[config.mk]
export PLATFORM = sky130hd
export DESIGN_NAME = free_list
export DESIGN_NICKNAME = d
export VERILOG_FILES = /design/src/rtl/free_list.sv
export SDC_FILE = /design/constraint.sdc
export NUM_CORES = 1
export LEC_CHECK = 0
export CELL_PAD_IN_SITES_DETAIL_PLACEMENT = 1
export CELL_PAD_IN_SITES_GLOBAL_PLACEMENT = 1
export CORE_MARGIN = 3
export CORE_UTILIZATION = 51
export DETAILED_ROUTE_END_ITERATION = 8
export GPL_ROUTABILITY_DRIVEN = 1
export PLACE_DENSITY_LB_ADDON = 0.1
export SLEW_MARGIN = 10
export SYNTH_ARGS = -nofsm -noshare
export SYNTH_HDL_FRONTEND = slang
export SYNTH_SLANG_ARGS = --single-unit
[constraint.sdc]
create_clock -name clk -period 7.75 [get_ports clk]
set_input_delay 1.1625 -clock clk [delete_from_list [all_inputs] [get_ports clk]]
set_output_delay 1.1625 -clock clk [all_outputs]
set_load 0.02 [all_outputs]
[src/rtl/free_list.sv]
// Circular free list of physical register tags: one pop, up to two pushes per cycle.
// Optional macro FREELIST_BYPASS_EN forwards a retiring tag straight to PR_new when the list is empty.
module free_list #(
    parameter int PR_W       = 6,
    parameter int DEPTH      = 32,
    parameter int FIRST_FREE = 32
) (
    input  logic            clk,
    input  logic            rst,
    input  logic            get_free,
    input  logic            hazard_stall,
    output logic [PR_W-1:0] PR_new,
    output logic            empty,
    output logic [PR_W-1:0] free_cnt,
    input  logic            retire_reg,
    input  logic            RegDest_retire,
    input  logic [PR_W-1:0] PR_old_RT,
    input  logic            recover,
    input  logic            RegDest_out,
    input  logic [PR_W-1:0] PR_new_flush,
    output logic            err
);
    localparam int AW = $clog2(DEPTH);
    localparam logic [PR_W:0] CNT_MAX = (PR_W+1)'(DEPTH);
    localparam logic [PR_W:0] ONE     = (PR_W+1)'(1);
    localparam logic [PR_W:0] TWO     = (PR_W+1)'(2);

    logic [PR_W-1:0] mem [DEPTH];
    logic [AW-1:0]   head;
    logic [AW-1:0]   tail;
    logic [PR_W-1:0] count;
    logic            err_q;

    logic            push_rt;
    logic            push_fl;
    logic            push_rt_mem;
    logic            pop_mem;
    logic            byp_sel;
    logic            byp_pop;
    logic [PR_W:0]   space;
    logic            acc_rt;
    logic            acc_fl;
    logic            overflow;
    logic [AW-1:0]   fl_idx;

    always_comb begin
        push_rt = retire_reg & RegDest_retire;
        push_fl = recover & RegDest_out;
`ifdef FREELIST_BYPASS_EN
        byp_sel = (count == '0) & push_rt;
        byp_pop = byp_sel & get_free & ~hazard_stall;
`else
        byp_sel = 1'b0;
        byp_pop = 1'b0;
`endif
        // A bypassed retire tag is consumed directly and never enters the array.
        push_rt_mem = push_rt & ~byp_pop;
        pop_mem     = get_free & ~hazard_stall & (count != '0);

        space  = CNT_MAX - {1'b0, count} + {{PR_W{1'b0}}, pop_mem};
        acc_rt = push_rt_mem & (space >= ONE);
        // The rollback push is the first one dropped when room is short.
        acc_fl = push_fl & (space >= (acc_rt ? TWO : ONE));
        overflow = (push_rt_mem & ~acc_rt) | (push_fl & ~acc_fl);
        fl_idx   = tail + AW'(acc_rt);
    end

    always_ff @(posedge clk) begin
        if (rst) begin
            for (int i = 0; i < DEPTH; i++) begin
                mem[i] <= PR_W'(FIRST_FREE + i);
            end
            head  <= '0;
            tail  <= '0;
            count <= PR_W'(DEPTH);
            err_q <= 1'b0;
        end else begin
            if (acc_rt) begin
                mem[tail] <= PR_old_RT;
            end
            if (acc_fl) begin
                mem[fl_idx] <= PR_new_flush;
            end
            head  <= head + AW'(pop_mem);
            tail  <= tail + AW'(acc_rt) + AW'(acc_fl);
            count <= count - PR_W'(pop_mem) + PR_W'(acc_rt) + PR_W'(acc_fl);
            err_q <= err_q | overflow;
        end
    end

    assign PR_new   = byp_sel ? PR_old_RT : mem[head];
    assign empty    = (count == '0);
    assign free_cnt = count;
    assign err      = err_q;

endmodule

==> reports/results.tsv, run 1 <==
stage	metric	value	unit
cells_and_area	Finished Layout Cells	1500	
sta	worst rel slew slack	0.135	
die	Die H	168	um
grt	vias in the first global route	11400	
yosys	Post-synth EDFFs	192	
pwr	Seq pwr share	0.377	
yosys	register area share after synthesis	0.459	
critical_path	CP Max Fanout	17	
yosys	average size of a mapped cell	11.5	um^2
yosys	most common flop cell mapped by yosys	edfxtp_1	
die	# IOs	34	
clock_network	Sink Count	209	
clock_network	# resized after CTS	0	
die	Rows	58	
clock_network	clock slew at reported path FFs	0.06	ns
grt	first-pass GRT wire length	78700	um
critical_path	CP Cell Sequence	clkdlybuf4s50_1 -> or3b_2 -> ha_1 -> inv_1 -> ha_1 -> nand4_1 -> mux2i_2 -> nand4_1 -> nand2_1 -> inv_1 -> ha_1 -> ha_1 -> nor4_2 -> o41ai_4 -> buf_4 -> or2_1 -> o311ai_0 -> buf_4	
clock_network	Post-CTS Hold Fix Bufs	0	
pwr	sw frac	0.342	
critical_path	most frequent CP cell	ha_1	
place	hpwl dp	37200	um
critical_path	RR Endpoint	mem[12][4]$_DFFE_PP_	
sta	final critical-path share of the clock period	0.883	
cells_and_area	Register Area	6110	um^2
cells_and_area	commonest non-fill, non-tap cells in the layout	192 x edfxtp_1, 90 x nor3_1, 72 x nand3_1, 63 x nand2_1	
yosys	syn_nets	1200	
grt	largest net degree at the start of global routing	70	
sta	fmax	146	MHz
clock_network	# H-tree levels	1	
cells_and_area	FILL cells	2604	
cells_and_area	diode count	0	
pwr	P per Cell Area	235	nW/um^2
place	gp weighted congestion	0.998	
cells_and_area	commonest non-fill, non-tap cell in the layout	edfxtp_1	
yosys	Post-Syn Instances	1158	
drt	Initial DRC Count	1932	
yosys	asr flop ratio synth	0	
cells_and_area	Area Growth Syn to Fin	10.7	%
clock_network	clk_lat worst skew	0.53	ns
clock_network	Clock Tree Buf Depth	3	
die	die width	168	um
critical_path	CP Launch Type	input port	
worst_hold_path	Hold Startpoint	err$_SDFF_PP0_	
critical_path	R2R cell count	20	
sta	Layout Skew	0.0138	ns
critical_path	r2r setup slk	0.93	ns
sta	Slew @ Worst Pin	1.29	ns
yosys	warnings from Yosys	0	
cells_and_area	Final nets	1195	
drt	# DRC	0	
die	Initial Util	0.524	
cells_and_area	share of cells above drive strength 1	0.209	
worst_hold_path	Worst Hold Depth	1	
die	Total Die Area	28100	um^2
worst_hold_path	Hold Crit Class	reg -> reg	
drt	final WL	53500	um
pwr	Clock Power Share	0.347	
critical_path	worst stage delay on the critical path	0.91	ns
sta	max-slew violations	0	
critical_path	Worst setup EP type	register	
critical_path	critical path data required time	7.98	ns
grt	aggregate global routing overflow	0	
run_status	status	finished clean	
critical_path	critical path class	in -> reg	
job	Max Cap Viol	0	
yosys	mapped cell area	13300	um^2
pwr	Comb pwr share	0.277	
clock_network	total CTS buffers	24	
pwr	NetSw	1.18	mW
worst_hold_path	Hold Path Sink	err$_SDFF_PP0_	
critical_path	crit path max-delay cell type	nor4_2	
clock_network	post-CTS setup buffers	0	
sta	final-report hold violation count	0	
sta	TNS Setup	0	ns
sta	crit path time final	6.84	ns
die	core area	25400	um^2
drt	post-route ant nets	0	
clock_network	Root Buffer	clkbuf_16	
clock_network	CTS tree	yes	
place	dpl cells	1457	
drt	via-per-instance ratio	7.58	
critical_path	worst r2r src	free_cnt[3]$_SDFF_PP0_	
drt	total number of vias	11400	
pwr	Worst VDD drop	249	uV
grt	initial antenna violation count	2	
yosys	Yosys cell types	78	
sta	unrepaired setup endpoints after global routing	false	
cells_and_area	area of the multi-input gates	6650	um^2
place	I/O Buffers	33	
pwr	Lkg Pwr	4.38	nW
drt	router iterations before antenna repair	6	
pwr	Int Power	2.28	mW
drt	average wire per standard cell	35.7	um
sta	Setup violations, final	0	
grt	Tot GR Track Use	0.376	
yosys	Seq cells post-synth	209	
critical_path	CP arrival	7.07	ns
==> area by class of cell <==
cell class                      instances  share of cell area
Timing Repair Buffer                   82              0.0465
Multi-Input combinational cell        816               0.451
Inverter                               20             0.00509
Tap cell                              330              0.0280
Clock inverter                         17              0.0122
Clock buffer                           26              0.0427
Sequential cell                       209               0.414
==> power by group through the flow <==
stage	clock network [mW]	logic, mW	registers [mW]
floorplan	0	0.593	1.33
global placement	0	0.908	1.33
detailed placement	0	0.925	1.33
CTS	1.20	0.933	1.30
global route	1.25	1.00	1.31
finish	1.20	0.958	1.30
==> per-stage QoR <==
stage	total power, mW	hold slack [ns]	utilization	instance area, um^2	worst slack [ns]
global placement	2.23	0.492	0.548	13900	0.809
finish	3.46	0.498	0.580	14700	0.911
detailed placement	2.25	0.478	0.549	13900	0.556
CTS	3.43	0.503	0.580	14700	1.05
global route	3.56	0.541	0.580	14700	0.703
floorplan	1.92	0.587	-	13300	1.96
==> sequential cells by signal (all words and copies together) (netlist names) <==
| name | count |
|---|---|
| tail | 5 |
| head | 5 |
| err | 1 |
| free_cnt | 6 |
| mem | 192 |
==> layer usage <==
| metal | share of wire | GRT usage | wire length, um | vias to the layer above |
|---|---|---|---|---|
| li1 | - | - | - | 4632 |
| met3 | 0.13 | 0.0982 | 7100 | 201 |
| met4 | 0.052 | 0.148 | 2780 | 2 |
| met5 | 0.00022 | 0 | 12 | - |
| met2 | 0.44 | 0.574 | 23600 | 904 |
| met1 | 0.37 | 0.519 | 20000 | 5628 |
==> worst max-delay path, delay by kind of cell <==
family | cells | cell delay [ns]
fa+ha+maj | 4 | 1.20
compound gates | 2 | 0.37
mux | 1 | 0.42
simple gates | 6 | 2.53
buf+inv | 5 | 1.36
==> Yosys cell counts, types with 19 or more instances <==
cell type,count,area share
edfxtp_1,192,0.43
a41oi_1,19,0.012
nor4_1,44,0.021
ha_1,20,0.019
nand3_1,72,0.027
or4_1,21,0.012
clkbuf_1,56,0.016
mux2i_1,51,0.038
nor2_1,62,0.017
buf_2,36,0.014
nor3_1,90,0.034
a31oi_1,41,0.019
mux4_2,54,0.091
nand2_1,63,0.018
mux2_2,61,0.052
==> how the worst max path moves through the flow <==
stage,start,end,cells after the start
global route,free_cnt[3]$_SDFF_PP0_,mem[12][5]$_DFFE_PP_,20
CTS,free_cnt[3]$_SDFF_PP0_,mem[12][4]$_DFFE_PP_,20
global placement,get_free,mem[28][5]$_DFFE_PP_,16
finish,get_free,mem[12][4]$_DFFE_PP_,18
detailed placement,get_free,mem[12][3]$_DFFE_PP_,18
floorplan,hazard_stall,free_cnt[4]$_SDFF_PP0_,24
==> cells by family (layout without fill, tap and decap cells) <==
family                   Yosys count  after routing  synth area share
AND/OR/NAND/NOR                  446            446             0.181
XOR/XNOR                          16             16            0.0122
AO/OA/AOI/OAI                    163            163            0.0991
buffers and inverters            133            145            0.0432
adder cells (fa/ha/maj)           22             22            0.0218
multiplexers                     169            169             0.184
flip-flops                       209            209             0.459
No activity file was read; power rests on OpenSTA's default activity.
==> run 2: changes to the inputs <==
--- a/config.mk
+++ b/config.mk
@@ -11,6 +11,7 @@
 export CORE_UTILIZATION = 51
 export DETAILED_ROUTE_END_ITERATION = 8
 export GPL_ROUTABILITY_DRIVEN = 1
+export MAX_ROUTING_LAYER = met4
 export PLACE_DENSITY_LB_ADDON = 0.1
 export SLEW_MARGIN = 10
 export SYNTH_ARGS = -nofsm -noshare
==> run 2 against run 1 <==
Effect of this change:
- highest routed layer is now met4
- largest cell class unchanged
- clock power decreased by 7%
- critical path depth is 2 higher
- sequential cell count is the same
- sequential power about the same
- register-to-register slack got worse by 0.08 ns
==> reports/results.tsv, run 2 (same netlist as run 1, synthesis figures left out) <==
stage	metric	value	unit	change
critical_path	CP arrival	7.13	ns	+0.06 ns
grt	Tot GR Track Use	0.390		+0.0135
drt	post-route ant nets	0		unchanged
drt	DR WL met2	24100	um	+2.1%
critical_path	Worst setup EP type	register		
clock_network	post-CTS setup buffers	0		unchanged
critical_path	crit path max-delay cell type	nor4_2		
drt	routed wl met3	6590	um	-7.1%
clock_network	# resized after CTS	0		unchanged
critical_path	CP Launch Type	register		
drt	router iterations before antenna repair	6		unchanged
drt	Met1 Wirelength	20600	um	+2.6%
place	hpwl dp	37200	um	-0.13%
sta	final-report hold violation count	0		unchanged
sta	TNS Setup	0	ns	unchanged
pwr	total power	3.39	mW	-2.2%
critical_path	R2R cell count	20		unchanged
cells_and_area	Final nets	1196		+0.084%
critical_path	WP buf/inv	5		unchanged
sta	Layout Skew	0.0205	ns	+0.00678 ns
critical_path	critical path data required time	7.98	ns	about the same
drt	total number of vias	11600		+1.8%
place	pre-CTS WS	0.556	ns	+0.000117 ns
pwr	Worst VDD drop	226	uV	-9.2%
grt	aggregate global routing overflow	0		unchanged
die	Initial Util	0.524		unchanged
drt	average wire per standard cell	35.6	um	-0.38%
cells_and_area	Largest Register	mem		
grt	initial antenna violation count	3		+1
clock_network	Root Buffer	clkbuf_16		
clock_network	total CTS buffers	24		unchanged
clock_network	clk_lat worst skew	0.53	ns	about the same
cells_and_area	Register Area	6110	um^2	unchanged
critical_path	Worst path depth	20		+2
place	I/O Buffers	33		unchanged
clock_network	Post-CTS Hold Fix Bufs	0		unchanged
die	die width	168	um	unchanged
die	Total Die Area	28100	um^2	unchanged
grt	largest net degree at the start of global routing	51		-27%
clock_network	clock slew at reported path FFs	0.07	ns	about the same
sta	Slew @ Worst Pin	1.27	ns	-0.0249 ns
pwr	Lkg Pwr	4.34	nW	-0.91%
sta	worst rel slew slack	0.152		+0.0166
job	Max Cap Viol	0		unchanged
die	Die H	168	um	unchanged
run_status	status	finished clean		
sta	unrepaired setup endpoints after global routing	false		
drt	final WL	53500	um	about the same
cells_and_area	share of cells above drive strength 1	0.209		about the same
sta	fmax	145	MHz	-0.85%
critical_path	CP Max Fanout	17		unchanged
clock_network	CTS tree	yes		
sta	Setup violations, final	0		unchanged
die	Rows	58		unchanged
worst_hold_path	Hold Crit Class	reg -> reg		
worst_hold_path	Worst Hold Depth	1		unchanged
critical_path	worst stage delay on the critical path	0.94	ns	+0.03 ns
cells_and_area	flip-flop count of the largest register after layout	192		unchanged
sta	max-slew violations	0		unchanged
clock_network	Sink Count	209		unchanged
drt	via-per-instance ratio	7.69		+1.5%
critical_path	most frequent CP cell	ha_1		
cells_and_area	Area Growth Syn to Fin	10.4	%	
critical_path	CP Cell Sequence	inv_1 -> ha_1 -> and4_1 -> or3b_2 -> ha_1 -> inv_1 -> ha_1 -> nand4_1 -> mux2i_2 -> nand4_1 -> nand2_1 -> inv_1 -> ha_1 -> ha_1 -> nor4_2 -> o41ai_4 -> buf_4 -> or2_1 -> o311ai_0 -> buf_4		
grt	first-pass GRT wire length	79200	um	+0.59%
grt	vias in the first global route	11500		+1.3%
critical_path	critical path class	reg -> reg		
die	# IOs	34		unchanged
critical_path	delay-heaviest family, CP	simple AND/OR/NAND/NOR gates		
die	core area	25400	um^2	unchanged
place	gp weighted congestion	1.02		+2.3%
cells_and_area	commonest non-fill, non-tap cell in the layout	edfxtp_1		
drt	Initial DRC Count	2039		+5.5%
drt	# DRC	0		unchanged
drt	highest routed layer	met4		
clock_network	# H-tree levels	1		unchanged
cells_and_area	commonest non-fill, non-tap cells in the layout	192 x edfxtp_1, 90 x nor3_1, 72 x nand3_1, 63 x nand2_1		
sta	final critical-path share of the clock period	0.890		+0.00753
clock_network	Clock Tree Buf Depth	3		unchanged
sta	crit path time final	6.90	ns	+0.0584 ns
pwr	P per Cell Area	230	nW/um^2	-1.9%
cells_and_area	area of the multi-input gates	6650	um^2	unchanged
cells_and_area	FILL cells	2587		-0.65%
sta	setup ws final	0.852	ns	-0.0584 ns
-- run 2: cell count changes in the layout (fill, tap and decap cells not counted), sizes merged --
cell,change
buf,+1
bufinv,-3
clkbuf,+8
clkinv,-7
clkinvlp,+3
diode,+4
inv,-1
-- run 2: report_power, final --
group	leakage (nW)	internal [mW]	switching, mW	total, mW
Clock	0.357	0.635	0.482	1.12
Combinational	2.25	0.294	0.646	0.939
Sequential	1.73	1.27	0.0594	1.33
-- run 2: per-stage QoR --
| step | cells | instance area, um^2 | hold slack (ns) | utilization |
|---|---|---|---|---|
| 2_1_floorplan | 1158 | 13300 | 0.587 | - |
| 4_1_cts | 1501 | 14700 | 0.516 | 0.578 |
| 6_report | 1505 | 14700 | 0.520 | 0.579 |
| 5_1_grt | 1504 | 14700 | 0.537 | 0.579 |
| 3_3_place_gp | 1458 | 13900 | 0.487 | 0.549 |
| 3_5_place_dp | 1458 | 13900 | 0.484 | 0.549 |
-- run 2: final timing paths --
kind	start	endpoint	slack (ns)
max reg2reg	free_cnt[3]$_SDFF_PP0_	mem[12][3]$_DFFE_PP_	0.85
min	err$_SDFF_PP0_	err$_SDFF_PP0_	0.52
max	free_cnt[3]$_SDFF_PP0_	mem[12][3]$_DFFE_PP_	0.85
min reg2reg	err$_SDFF_PP0_	err$_SDFF_PP0_	0.52
-- run 2: area by class of cell --
| cell class | count | share of cell area |
|---|---|---|
| well taps | 330 | 0.0281 |
| diodes | 4 | 0.000681 |
| flip-flops and latches | 209 | 0.416 |
| inverters | 20 | 0.00511 |
| repair buffers | 83 | 0.0473 |
| clock inverters | 9 | 0.00519 |
| multi-input cells | 816 | 0.452 |
| clock buffers | 34 | 0.0455 |
-- run 2: routing by layer --
metal  up-vias  track usage
met4         0        0.137
met3       169       0.0928
met2       919        0.586
met1      5849        0.524
met5         -            -
li1       4636            -
